===== src/rtl/pipe_ctrl_hazard.sv =====
// Decode-stage control unit for a 5-stage MIPS pipeline.
// Decodes opcode/funct into the ID/EX control bundle, tracks recent writers,
// inserts a one-cycle bubble on load-use hazards, selects the JR forwarding
// source by pipeline age and counts stall cycles.
// Handshake: there is no ready/valid pair here; stall=1 tells the front end to
// hold PC and IF/ID, so the same instruction is presented again next cycle,
// while ID/EX receives a bubble (ex_valid=0, all controls 0).
module pipe_ctrl_hazard #(
  parameter int FWD_DEPTH = 2,
  parameter int ALUOP_W   = 4,
  parameter int CNT_W     = 16
) (
  input  logic               clk,
  input  logic               rst_n,
  input  logic               id_valid,
  input  logic [5:0]         opcode,
  input  logic [5:0]         funct,
  input  logic [4:0]         rs,
  input  logic [4:0]         rt,
  input  logic [4:0]         rd,
  input  logic               flush,
  output logic               stall,
  output logic               ex_valid,
  output logic               ex_reg_write,
  output logic               ex_mem_to_reg,
  output logic               ex_mem_read,
  output logic               ex_mem_write,
  output logic               ex_branch,
  output logic               ex_reg_dst,
  output logic               ex_alu_src,
  output logic [ALUOP_W-1:0] ex_alu_op,
  output logic [1:0]         ex_jump,
  output logic [2:0]         ex_jr_fwd_sel,
  output logic [4:0]         ex_dest,
  output logic               ex_illegal,
  output logic [CNT_W-1:0]   stall_count
);

  // Decoded bundle for the instruction currently in ID
  logic               d_reg_write, d_mem_to_reg, d_mem_read, d_mem_write;
  logic               d_branch, d_reg_dst, d_alu_src, d_illegal;
  logic               d_use_rs, d_use_rt;
  logic [ALUOP_W-1:0] d_alu_op;
  logic [1:0]         d_jump;
  logic [4:0]         d_dest;
  logic [2:0]         jr_sel;
  logic               issue;

  // Writer history: index 1 is the instruction now in EX, index k is k stages older
  logic       h_valid [1:FWD_DEPTH];
  logic [4:0] h_addr  [1:FWD_DEPTH];
  logic       h_load  [1:FWD_DEPTH];

  // Combinational decode of opcode/funct; every bit defaults to 0
  always_comb begin
    d_reg_write  = 1'b0;
    d_mem_to_reg = 1'b0;
    d_mem_read   = 1'b0;
    d_mem_write  = 1'b0;
    d_branch     = 1'b0;
    d_reg_dst    = 1'b0;
    d_alu_src    = 1'b0;
    d_illegal    = 1'b0;
    d_use_rs     = 1'b0;
    d_use_rt     = 1'b0;
    d_alu_op     = '0;
    d_jump       = 2'b00;
    d_dest       = 5'd0;
    case (opcode)
      6'h00: begin
        // R-type: ALU ops write rd and read rs/rt; shifts do not read rs
        d_reg_write = 1'b1;
        d_dest      = rd;
        d_use_rs    = 1'b1;
        d_use_rt    = 1'b1;
        case (funct)
          6'h20: d_alu_op = ALUOP_W'(4'h1);
          6'h21: d_alu_op = ALUOP_W'(4'hA);
          6'h22: d_alu_op = ALUOP_W'(4'h2);
          6'h23: d_alu_op = ALUOP_W'(4'hB);
          6'h24: d_alu_op = ALUOP_W'(4'h3);
          6'h25: d_alu_op = ALUOP_W'(4'h4);
          6'h27: d_alu_op = ALUOP_W'(4'h5);
          6'h2A: d_alu_op = ALUOP_W'(4'h6);
          6'h00: begin d_alu_op = ALUOP_W'(4'h7); d_use_rs = 1'b0; end
          6'h02: begin d_alu_op = ALUOP_W'(4'h8); d_use_rs = 1'b0; end
          6'h03: begin d_alu_op = ALUOP_W'(4'h9); d_use_rs = 1'b0; end
          6'h08: begin
            // JR reads only rs and writes nothing
            d_jump      = 2'b10;
            d_reg_write = 1'b0;
            d_dest      = 5'd0;
            d_use_rt    = 1'b0;
          end
          default: begin
            d_illegal   = 1'b1;
            d_reg_write = 1'b0;
            d_dest      = 5'd0;
            d_use_rs    = 1'b0;
            d_use_rt    = 1'b0;
          end
        endcase
      end
      6'h0C, 6'h08, 6'h0D, 6'h0A, 6'h09, 6'h0F: begin
        // I-type ALU: immediate operand, writes rt; lui has no register source
        d_alu_src   = 1'b1;
        d_reg_write = 1'b1;
        d_reg_dst   = 1'b1;
        d_dest      = rt;
        d_use_rs    = (opcode != 6'h0F);
        case (opcode)
          6'h0C:   d_alu_op = ALUOP_W'(4'h3);
          6'h08:   d_alu_op = ALUOP_W'(4'h1);
          6'h0D:   d_alu_op = ALUOP_W'(4'h4);
          6'h0A:   d_alu_op = ALUOP_W'(4'h6);
          6'h09:   d_alu_op = ALUOP_W'(4'hA);
          default: d_alu_op = ALUOP_W'(4'hF);
        endcase
      end
      6'h04: begin d_branch = 1'b1; d_alu_op = ALUOP_W'(4'h2); d_use_rs = 1'b1; d_use_rt = 1'b1; end
      6'h05: begin d_branch = 1'b1; d_alu_op = ALUOP_W'(4'hE); d_use_rs = 1'b1; d_use_rt = 1'b1; end
      6'h07: begin d_branch = 1'b1; d_alu_op = ALUOP_W'(4'hC); d_use_rs = 1'b1; end
      6'h01: begin d_branch = 1'b1; d_alu_op = ALUOP_W'(4'hD); d_use_rs = 1'b1; end
      6'h23: begin
        d_alu_op     = ALUOP_W'(4'h1);
        d_alu_src    = 1'b1;
        d_reg_write  = 1'b1;
        d_reg_dst    = 1'b1;
        d_mem_read   = 1'b1;
        d_mem_to_reg = 1'b1;
        d_dest       = rt;
        d_use_rs     = 1'b1;
      end
      6'h2B: begin
        d_alu_op    = ALUOP_W'(4'h1);
        d_alu_src   = 1'b1;
        d_mem_write = 1'b1;
        d_use_rs    = 1'b1;
        d_use_rt    = 1'b1;
      end
      6'h02: d_jump = 2'b01;
      6'h03: begin d_jump = 2'b11; d_reg_write = 1'b1; d_dest = 5'd31; end
      default: d_illegal = 1'b1;
    endcase
  end

  // Load-use hazard against the load now in EX; flush and reset suppress it
  always_comb begin
    stall = rst_n && id_valid && !flush && h_valid[1] && h_load[1] &&
            ((d_use_rs && (h_addr[1] == rs)) || (d_use_rt && (h_addr[1] == rt)));
    issue = id_valid && !flush && !stall;
  end

  // JR forwarding source: youngest valid history entry writing rs
  always_comb begin
    jr_sel = 3'd0;
    for (int k = FWD_DEPTH; k >= 1; k--) begin
      if (h_valid[k] && (h_addr[k] == rs)) jr_sel = 3'(k);
    end
    if (d_jump != 2'b10) jr_sel = 3'd0;
  end

  // ID/EX register, writer history shift and saturating stall counter
  always_ff @(posedge clk) begin
    if (!rst_n) begin
      ex_valid      <= 1'b0;
      ex_reg_write  <= 1'b0;
      ex_mem_to_reg <= 1'b0;
      ex_mem_read   <= 1'b0;
      ex_mem_write  <= 1'b0;
      ex_branch     <= 1'b0;
      ex_reg_dst    <= 1'b0;
      ex_alu_src    <= 1'b0;
      ex_alu_op     <= '0;
      ex_jump       <= 2'b00;
      ex_jr_fwd_sel <= 3'd0;
      ex_dest       <= 5'd0;
      ex_illegal    <= 1'b0;
      stall_count   <= '0;
      for (int k = 1; k <= FWD_DEPTH; k++) begin
        h_valid[k] <= 1'b0;
        h_addr[k]  <= 5'd0;
        h_load[k]  <= 1'b0;
      end
    end else begin
      ex_valid      <= issue;
      ex_reg_write  <= issue && d_reg_write;
      ex_mem_to_reg <= issue && d_mem_to_reg;
      ex_mem_read   <= issue && d_mem_read;
      ex_mem_write  <= issue && d_mem_write;
      ex_branch     <= issue && d_branch;
      ex_reg_dst    <= issue && d_reg_dst;
      ex_alu_src    <= issue && d_alu_src;
      ex_alu_op     <= issue ? d_alu_op : '0;
      ex_jump       <= issue ? d_jump : 2'b00;
      ex_jr_fwd_sel <= issue ? jr_sel : 3'd0;
      ex_dest       <= issue ? d_dest : 5'd0;
      ex_illegal    <= issue && d_illegal;
      // Writes to $0 are never tracked, so they can neither stall nor forward
      h_valid[1] <= issue && d_reg_write && (d_dest != 5'd0);
      h_addr[1]  <= d_dest;
      h_load[1]  <= issue && d_mem_read;
      for (int k = 2; k <= FWD_DEPTH; k++) begin
        h_valid[k] <= h_valid[k-1];
        h_addr[k]  <= h_addr[k-1];
        h_load[k]  <= h_load[k-1];
      end
      if (stall && (stall_count != {CNT_W{1'b1}})) stall_count <= stall_count + 1'b1;
    end
  end

endmodule


===== config.mk =====
export PLATFORM = sky130hd
export DESIGN_NAME = pipe_ctrl_hazard
export DESIGN_NICKNAME = d
export VERILOG_FILES = /design/src/rtl/pipe_ctrl_hazard.sv
export SDC_FILE = /design/constraint.sdc
export NUM_CORES = 1
export LEC_CHECK = 0
export CAP_MARGIN = 20
export CORE_MARGIN = 2
export CORE_UTILIZATION = 48
export CTS_CLUSTER_SIZE = 24
export DETAILED_ROUTE_END_ITERATION = 8
export GPL_ROUTABILITY_DRIVEN = 1
export PLACE_DENSITY_LB_ADDON = 0.08
export RECOVER_POWER = 100
export SYNTH_ARGS = -nofsm -noshare
export SYNTH_HDL_FRONTEND = slang
export SYNTH_SLANG_ARGS = --single-unit

===== constraint.sdc =====
create_clock -name clk -period 4.55 [get_ports clk]
set_input_delay 1.365 -clock clk [delete_from_list [all_inputs] [get_ports clk]]
set_output_delay 1.365 -clock clk [all_outputs]
set_load 0.1 [all_outputs]

==> results of run 1 <==
worst max-delay path, stage by stage:
cell           delay [ps]
dlygate4sd2_1         250
or3_4                 380
or3_4                 410
a211oi_4              220
o21ai_2               110
a21oi_4               200
buf_12                190
cells by family (layout without fill, tap and decap cells):
logic type                 Yosys count  in the layout  synth area share [%]
muxes                                4              4                 1.562
AOI/OAI and AO/OA                   70             70                 19.40
xor gates and xnor gates            23             23                 7.620
adders and majority gates            1              1                0.4732
other                                1              1                0.1418
and+or+nand+nor                    135            135                 27.59
DFF                                 50             50                 37.86
buffers and inverters               31            125                 5.348
worst max-delay path by stage:
stage	start	to	slack, ps	cells after the start
5_1_grt	opcode[5]	stall	7	7
2_1_floorplan	funct[0]	stall	4	6
3_3_place_gp	opcode[4]	stall	-190	7
3_5_place_dp	opcode[4]	stall	-210	7
4_1_cts	opcode[5]	stall	3	7
6_report	opcode[5]	stall	50	7
routing by layer:
layer | track usage (%) | routed length, um
met1 | 27.20 | 2993
met2 | 37.50 | 3181
met3 | 5.172 | 339
met4 | 7.719 | 108
met5 | 0 | 0
synth_stat cells, drive strengths merged, types with 5 or more instances:
| master | count |
|---|---|
| a21oi | 19 |
| a221o | 5 |
| and2 | 13 |
| buf | 7 |
| clkbuf | 12 |
| dfxtp | 50 |
| inv | 12 |
| nand2 | 24 |
| nand2b | 9 |
| nand3 | 11 |
| nand4 | 7 |
| nor2 | 19 |
| nor2b | 12 |
| nor3 | 15 |
| nor4 | 5 |
| o21ai | 14 |
| or3 | 6 |
| xnor2 | 15 |
| xor2 | 8 |
metrics by stage:
stage / area (um^2) / utilization (%) / power [mW] / hold WS, ps / TNS (ps)
3_3_place_gp: 3601 / 66.62 / 0.5931 / 436.1 / -186.5
2_1_floorplan: 2651 / - / 0.5315 / 415.2 / 0
3_5_place_dp: 3601 / 66.62 / 0.5943 / 451.0 / -205.9
6_report: 3695 / 68.36 / 0.8627 / 461.4 / 0
4_1_cts: 3734 / 69.07 / 0.8693 / 463.8 / 0
5_1_grt: 3695 / 68.36 / 0.9036 / 481.2 / 0
state kept, by name, indices dropped and copies added (netlist names):
register       cells
ex_alu_src         1
ex_mem_read        1
h_valid            2
ex_reg_write       1
ex_illegal         1
ex_jump            2
ex_reg_dst         1
ex_dest            5
ex_valid           1
h_load             1
ex_branch          1
ex_alu_op          4
ex_jr_fwd_sel      2
stall_count       16
h_addr            10
ex_mem_write       1
final cells by class:
| class | instances | area (um^2) | share of cell area, % |
|---|---|---|---|
| Timing Repair Buffer | 105 | 932.1 | 25.23 |
| Tap cell | 72 | 90.09 | 2.438 |
| Inverter | 12 | 45.04 | 1.219 |
| Sequential cell | 50 | 1001 | 27.09 |
| Clock buffer | 6 | 82.58 | 2.235 |
| Multi-Input combinational cell | 234 | 1528 | 41.35 |
| Clock inverter | 2 | 16.27 | 0.4402 |
power groups by stage:
stage | Combinational (mW) | Clock [mW] | Sequential (mW)
global route | 0.151 | 0.309 | 0.444
global placement | 0.140 | 0 | 0.453
detailed placement | 0.141 | 0 | 0.453
floorplan | 0.0652 | 0 | 0.466
finish | 0.140 | 0.280 | 0.443
CTS | 0.141 | 0.285 | 0.443
repair_timing:
item,in CTS,in global routing
setup endpoints to repair,1,1
setup buffers,2,0
cloned,0,0
pin swaps,6,4
gates resized for setup,17,1
==> flow_summary.ini, run 1 <==
[run_status]
status = finished clean

[floorplan]
die_h_um = 78.22
die-area_um2 = 6118
core_area_um2 = 5405
start_util_pct = 48.91
ios = 71
num_rows = 27
die_w_um = 78.22

[clocking]
cts_tree = yes
clk_latency_ps = 310
clkTransAtPathRegs_ps = 90
cts_num_sinks = 50
cts-buffers-inserted = 5
cts.hold.buffers_added = 0
htree_levels = 2
cts_buffer_depth = 2
cts_root_buf = clkbuf_8

[grt]
grt_overflow_total = 0
grt_pass1_wl_um = 10810
antenna_found_initial = 0
grt_pass1_vias = 2358
grt_max_degree = 20
track_usage_pct = 22.00

[power]
p_comb_share_pct = 16.2
pwr-share-seq_pct = 51.3
switchingPower_mw = 0.2326
netSwitchingFraction_pct = 26.96
powerDensity_nw_per_um2 = 233.5
internal-power_mw = 0.6300
ir_worst_vdd_v = 0.0001487
p_leak_nw = 1.504
pwr-share-clk_pct = 32.4

[logic_synthesis]
synth_edf_count = 0
yosys_warnings = 0
synth_nets = 347
synthCells = 315
synth_async_sr_flop_share_pct = 0
syn_area_um2 = 2644
synth.distinct_cells = 59
synth_top_flop_cell = dfxtp_1
synthTopCellsByArea = dfxtp_1 38%, xnor2_1 5.0%, a21oi_1 3.4%
yosysTopAreaCell = dfxtp_1
syn_avg_cell_area_um2 = 8.393
yosysTopAreaCellShare_pct = 37.86
seq_area_frac_synth_pct = 37.86
synth-seq-cells = 50

[critical_path]
worstSetupEndpointType = output pin
reg2reg_depth = 9
path_class = input port to output pin
cp_max_fo = 2
crit_required_ps = 3180
crit_path_start_kind = input port
r2r-end = stall_count[15]$_SDFFE_PN0P_
rr_startpoint = h_addr[1][4]$_SDFF_PN0_
rrSetupSlack_ps = 1930
cp.arrival_ps = 3130

[sta]
grt_setup_unrepaired = false
hold_violations = 0
fin_crit_ps = 4498
clock_skew_ps = 7.313
worst_pin_slew_ps = 961.6
setup_ws_ps = 51.89
fmax_ghz = 0.2223
report.final.slew_viol_count = 0
fin_crit_sh_pct = 98.86
finalSetupViolations = 0
max_slew_margin_pct = 34.23

[cells_and_area]
nNetsFinal = 440
final_common_cell = dfxtp_1
final_cell_mix = 50 x dfxtp_1, 39 x dlygate4sd3_1, 28 x buf_4
drive_gt1_share_pct = 13.69
areaGrowthSynthToFinish_pct = 39.75
fin_cells = 481
diodes = 0
fillerInstances = 475

[min_path]
min_path_cells = 2
hold_end = ex_jr_fwd_sel[1]$_SDFF_PP0_
min_from = h_valid[2]$_DFF_P_
hold_class = register to register

[drt]
drt_pre_antenna_iters = 4
vias = 2581
wl_um = 6622
drt_iter0_drc = 140
viasPerCell = 5.366
drcViolationCount = 0
ant_nets = 0
wire_per_inst_um = 13.77

[placed_design]
hpwl_um = 5101
dp_worst_setup_slack_ps = -205.9
port_buffers = 69
place_congestion = 0.9647
dp.cells = 471

[flow_run]
maxCapViolations = 0
(Power assumes the default switching activity.)
==> run 2: changes to the inputs <==
--- a/config.mk
+++ b/config.mk
@@ -11,7 +11,7 @@
 export CTS_CLUSTER_SIZE = 24
 export DETAILED_ROUTE_END_ITERATION = 8
 export GPL_ROUTABILITY_DRIVEN = 1
-export PLACE_DENSITY_LB_ADDON = 0.08
+export PLACE_DENSITY = 0.79
 export RECOVER_POWER = 100
 export SYNTH_ARGS = -nofsm -noshare
 export SYNTH_HDL_FRONTEND = slang
==> run 2 against run 1 <==
Clock skew up 1.6 ps. Via count up 3.3%. Global-route usage up 1.3 points. Final cell count down 0.21%. Non-clock buffer count down 1. Combinational power about the same. Cell area up 0.37%. Sequential share of layout area down 0.10 points. Clock power up 13%. Total power up 4.3%. Worst setup slack worse by 6.6 ps. Critical path type unchanged. Largest cell class unchanged.
==> flow_summary.ini, run 2 (synthesized netlist as in run 1, its figures left out) <==
[run_status]
status = finished clean

[clocking]
htree_levels = 2
cts.hold.buffers_added = 0
clk_latency_ps = 300
cts-buffers-inserted = 5
clkTransAtPathRegs_ps = 100
cts_root_buf = clkbuf_8
cts_buffer_depth = 2
cts_tree = yes
cts_num_sinks = 50

[placed_design]
port_buffers = 69
hpwl_um = 5158
place_congestion = 0.8865
placed_cell_area_um2 = 3586

[cells_and_area]
drive_gt1_share_pct = 13.48
fin_area_um2 = 3709
largest_register_ffs = 16
nNetsFinal = 439
fillerInstances = 467
diodes = 0
regMostFlops = stall_count
utilization_pct = 68.61
final_common_cell = dfxtp_1
reg_top3 = stall_count (16), h_addr (10), ex_dest (5)
final_cell_mix = 50 x dfxtp_1, 39 x dlygate4sd3_1, 26 x buf_4
areaGrowthSynthToFinish_pct = 40.27

[power]
pwr-share-seq_pct = 49.2
switchingPower_mw = 0.2304
ir_worst_vdd_v = 0.0001574
powerDensity_nw_per_um2 = 242.7
p_comb_share_pct = 15.8
netSwitchingFraction_pct = 25.60
p_leak_nw = 1.519
internal-power_mw = 0.6695
pwr-share-clk_pct = 35.0

[min_path]
min_from = h_valid[2]$_DFF_P_
min_path_cells = 2
hold_class = register to register
hold_end = ex_jr_fwd_sel[1]$_SDFF_PP0_

[critical_path]
crit_required_ps = 3180
rr_startpoint = h_addr[1][4]$_SDFF_PN0_
worst-path-buf-inv = 2
cp.arrival_ps = 3140
cp_max_fo = 2
rrSetupSlack_ps = 1800
path_class = input port to output pin
cp_num_cells = 7
reg2reg_depth = 9
crit_path_start_kind = input port
crit_family = compound AO/OA/AOI/OAI gates
r2r-end = ex_branch$_SDFF_PN0_
worstSetupEndpointType = output pin
crit_chain = dlygate4sd2_1, or4b_4, a21o_1, a211oi_4, o21ai_2, a21oi_4, buf_12
crit_slowest_cell = or4b_4
worst_path_largest_cell_delay_ps = 540

[drt]
drt_pre_antenna_iters = 5
drt_iter0_drc = 135
viasPerCell = 5.554
wl_um = 6926
wire_per_inst_um = 14.43
ant_nets = 0
vias = 2666
drcViolationCount = 0

[floorplan]
die_w_um = 78.22
die_h_um = 78.22
ios = 71
start_util_pct = 48.91
num_rows = 27
core_area_um2 = 5405
die-area_um2 = 6118

[sta]
finalSetupViolations = 0
max_slew_margin_pct = 33.10
report.final.slew_viol_count = 0
fin_crit_sh_pct = 99.00
grt_setup_unrepaired = false
fmax_ghz = 0.2220
clock_skew_ps = 8.925
fin_crit_ps = 4505
whs_ps = 450.7
hold_violations = 0
worst_pin_slew_ps = 978.2
fin_tns_setup_ps = 0

[grt]
grt_overflow_total = 0
antenna_found_initial = 0
grt_pass1_wl_um = 11590
grt_max_degree = 24
grt_pass1_vias = 2499
track_usage_pct = 23.26

[flow_run]
maxCapViolations = 0
==> run 2: layout make-up <==
type / instances / area [um^2] / area share, %
repair buffers: 104 / 932.1 / 25.13
clock inverters: 3 / 43.79 / 1.181
clock buffers: 5 / 68.82 / 1.856
inverters: 12 / 45.04 / 1.215
flip-flops and latches: 50 / 1001 / 26.99
multi-input cells: 234 / 1528 / 41.19
well taps: 72 / 90.09 / 2.429
==> run 2: routing by layer <==
metal,global-route usage [%],share of wire [%]
met1,29.74,43
met2,39.31,48
met5,0,0
met3,5.287,6.4
met4,6.667,2.1
==> run 2: through the flow <==
stage / instances / power, mW / setup slack (ps)
after floorplan: 315 / 0.5315 / 3.615
after global placement: 469 / 0.5908 / -167.5
after detailed placement: 469 / 0.5934 / -189.6
after CTS: 480 / 0.9001 / 1.779
after global routing: 480 / 0.9362 / 4.122
final: 480 / 0.8999 / 45.28
==> run 2: power by group through the flow <==
stage          sequential (mW)  clock [mW]  combinational [mW]
3_3_place_gp             0.453           0               0.138
4_1_cts                  0.443       0.315               0.142
6_report                 0.443       0.315               0.142
3_5_place_dp             0.453           0               0.140
2_1_floorplan            0.466           0              0.0652
5_1_grt                  0.443       0.339               0.153
==> run 2: worst max-delay path by stage <==
stage | from | to | slack (ps)
after floorplan | funct[0] | stall | 4
after global placement | opcode[4] | stall | -170
after detailed placement | opcode[4] | stall | -190
after CTS | opcode[3] | stall | 2
after global routing | funct[5] | stall | 4
final | funct[5] | stall | 50
==> run 2: what timing repair did <==
action / 4_1_cts / 5_1_grt
gates resized for setup: 17 / 4
buffers inserted: 3 / 0
endpoints found under the setup margin: 1 / 1
pin swaps: 10 / 7
==> run 2: worst min-delay path: stages (launching register included) <==
cell and delay [ps]:
dfxtp_1 320, nand4_1 60, nor3_1 40
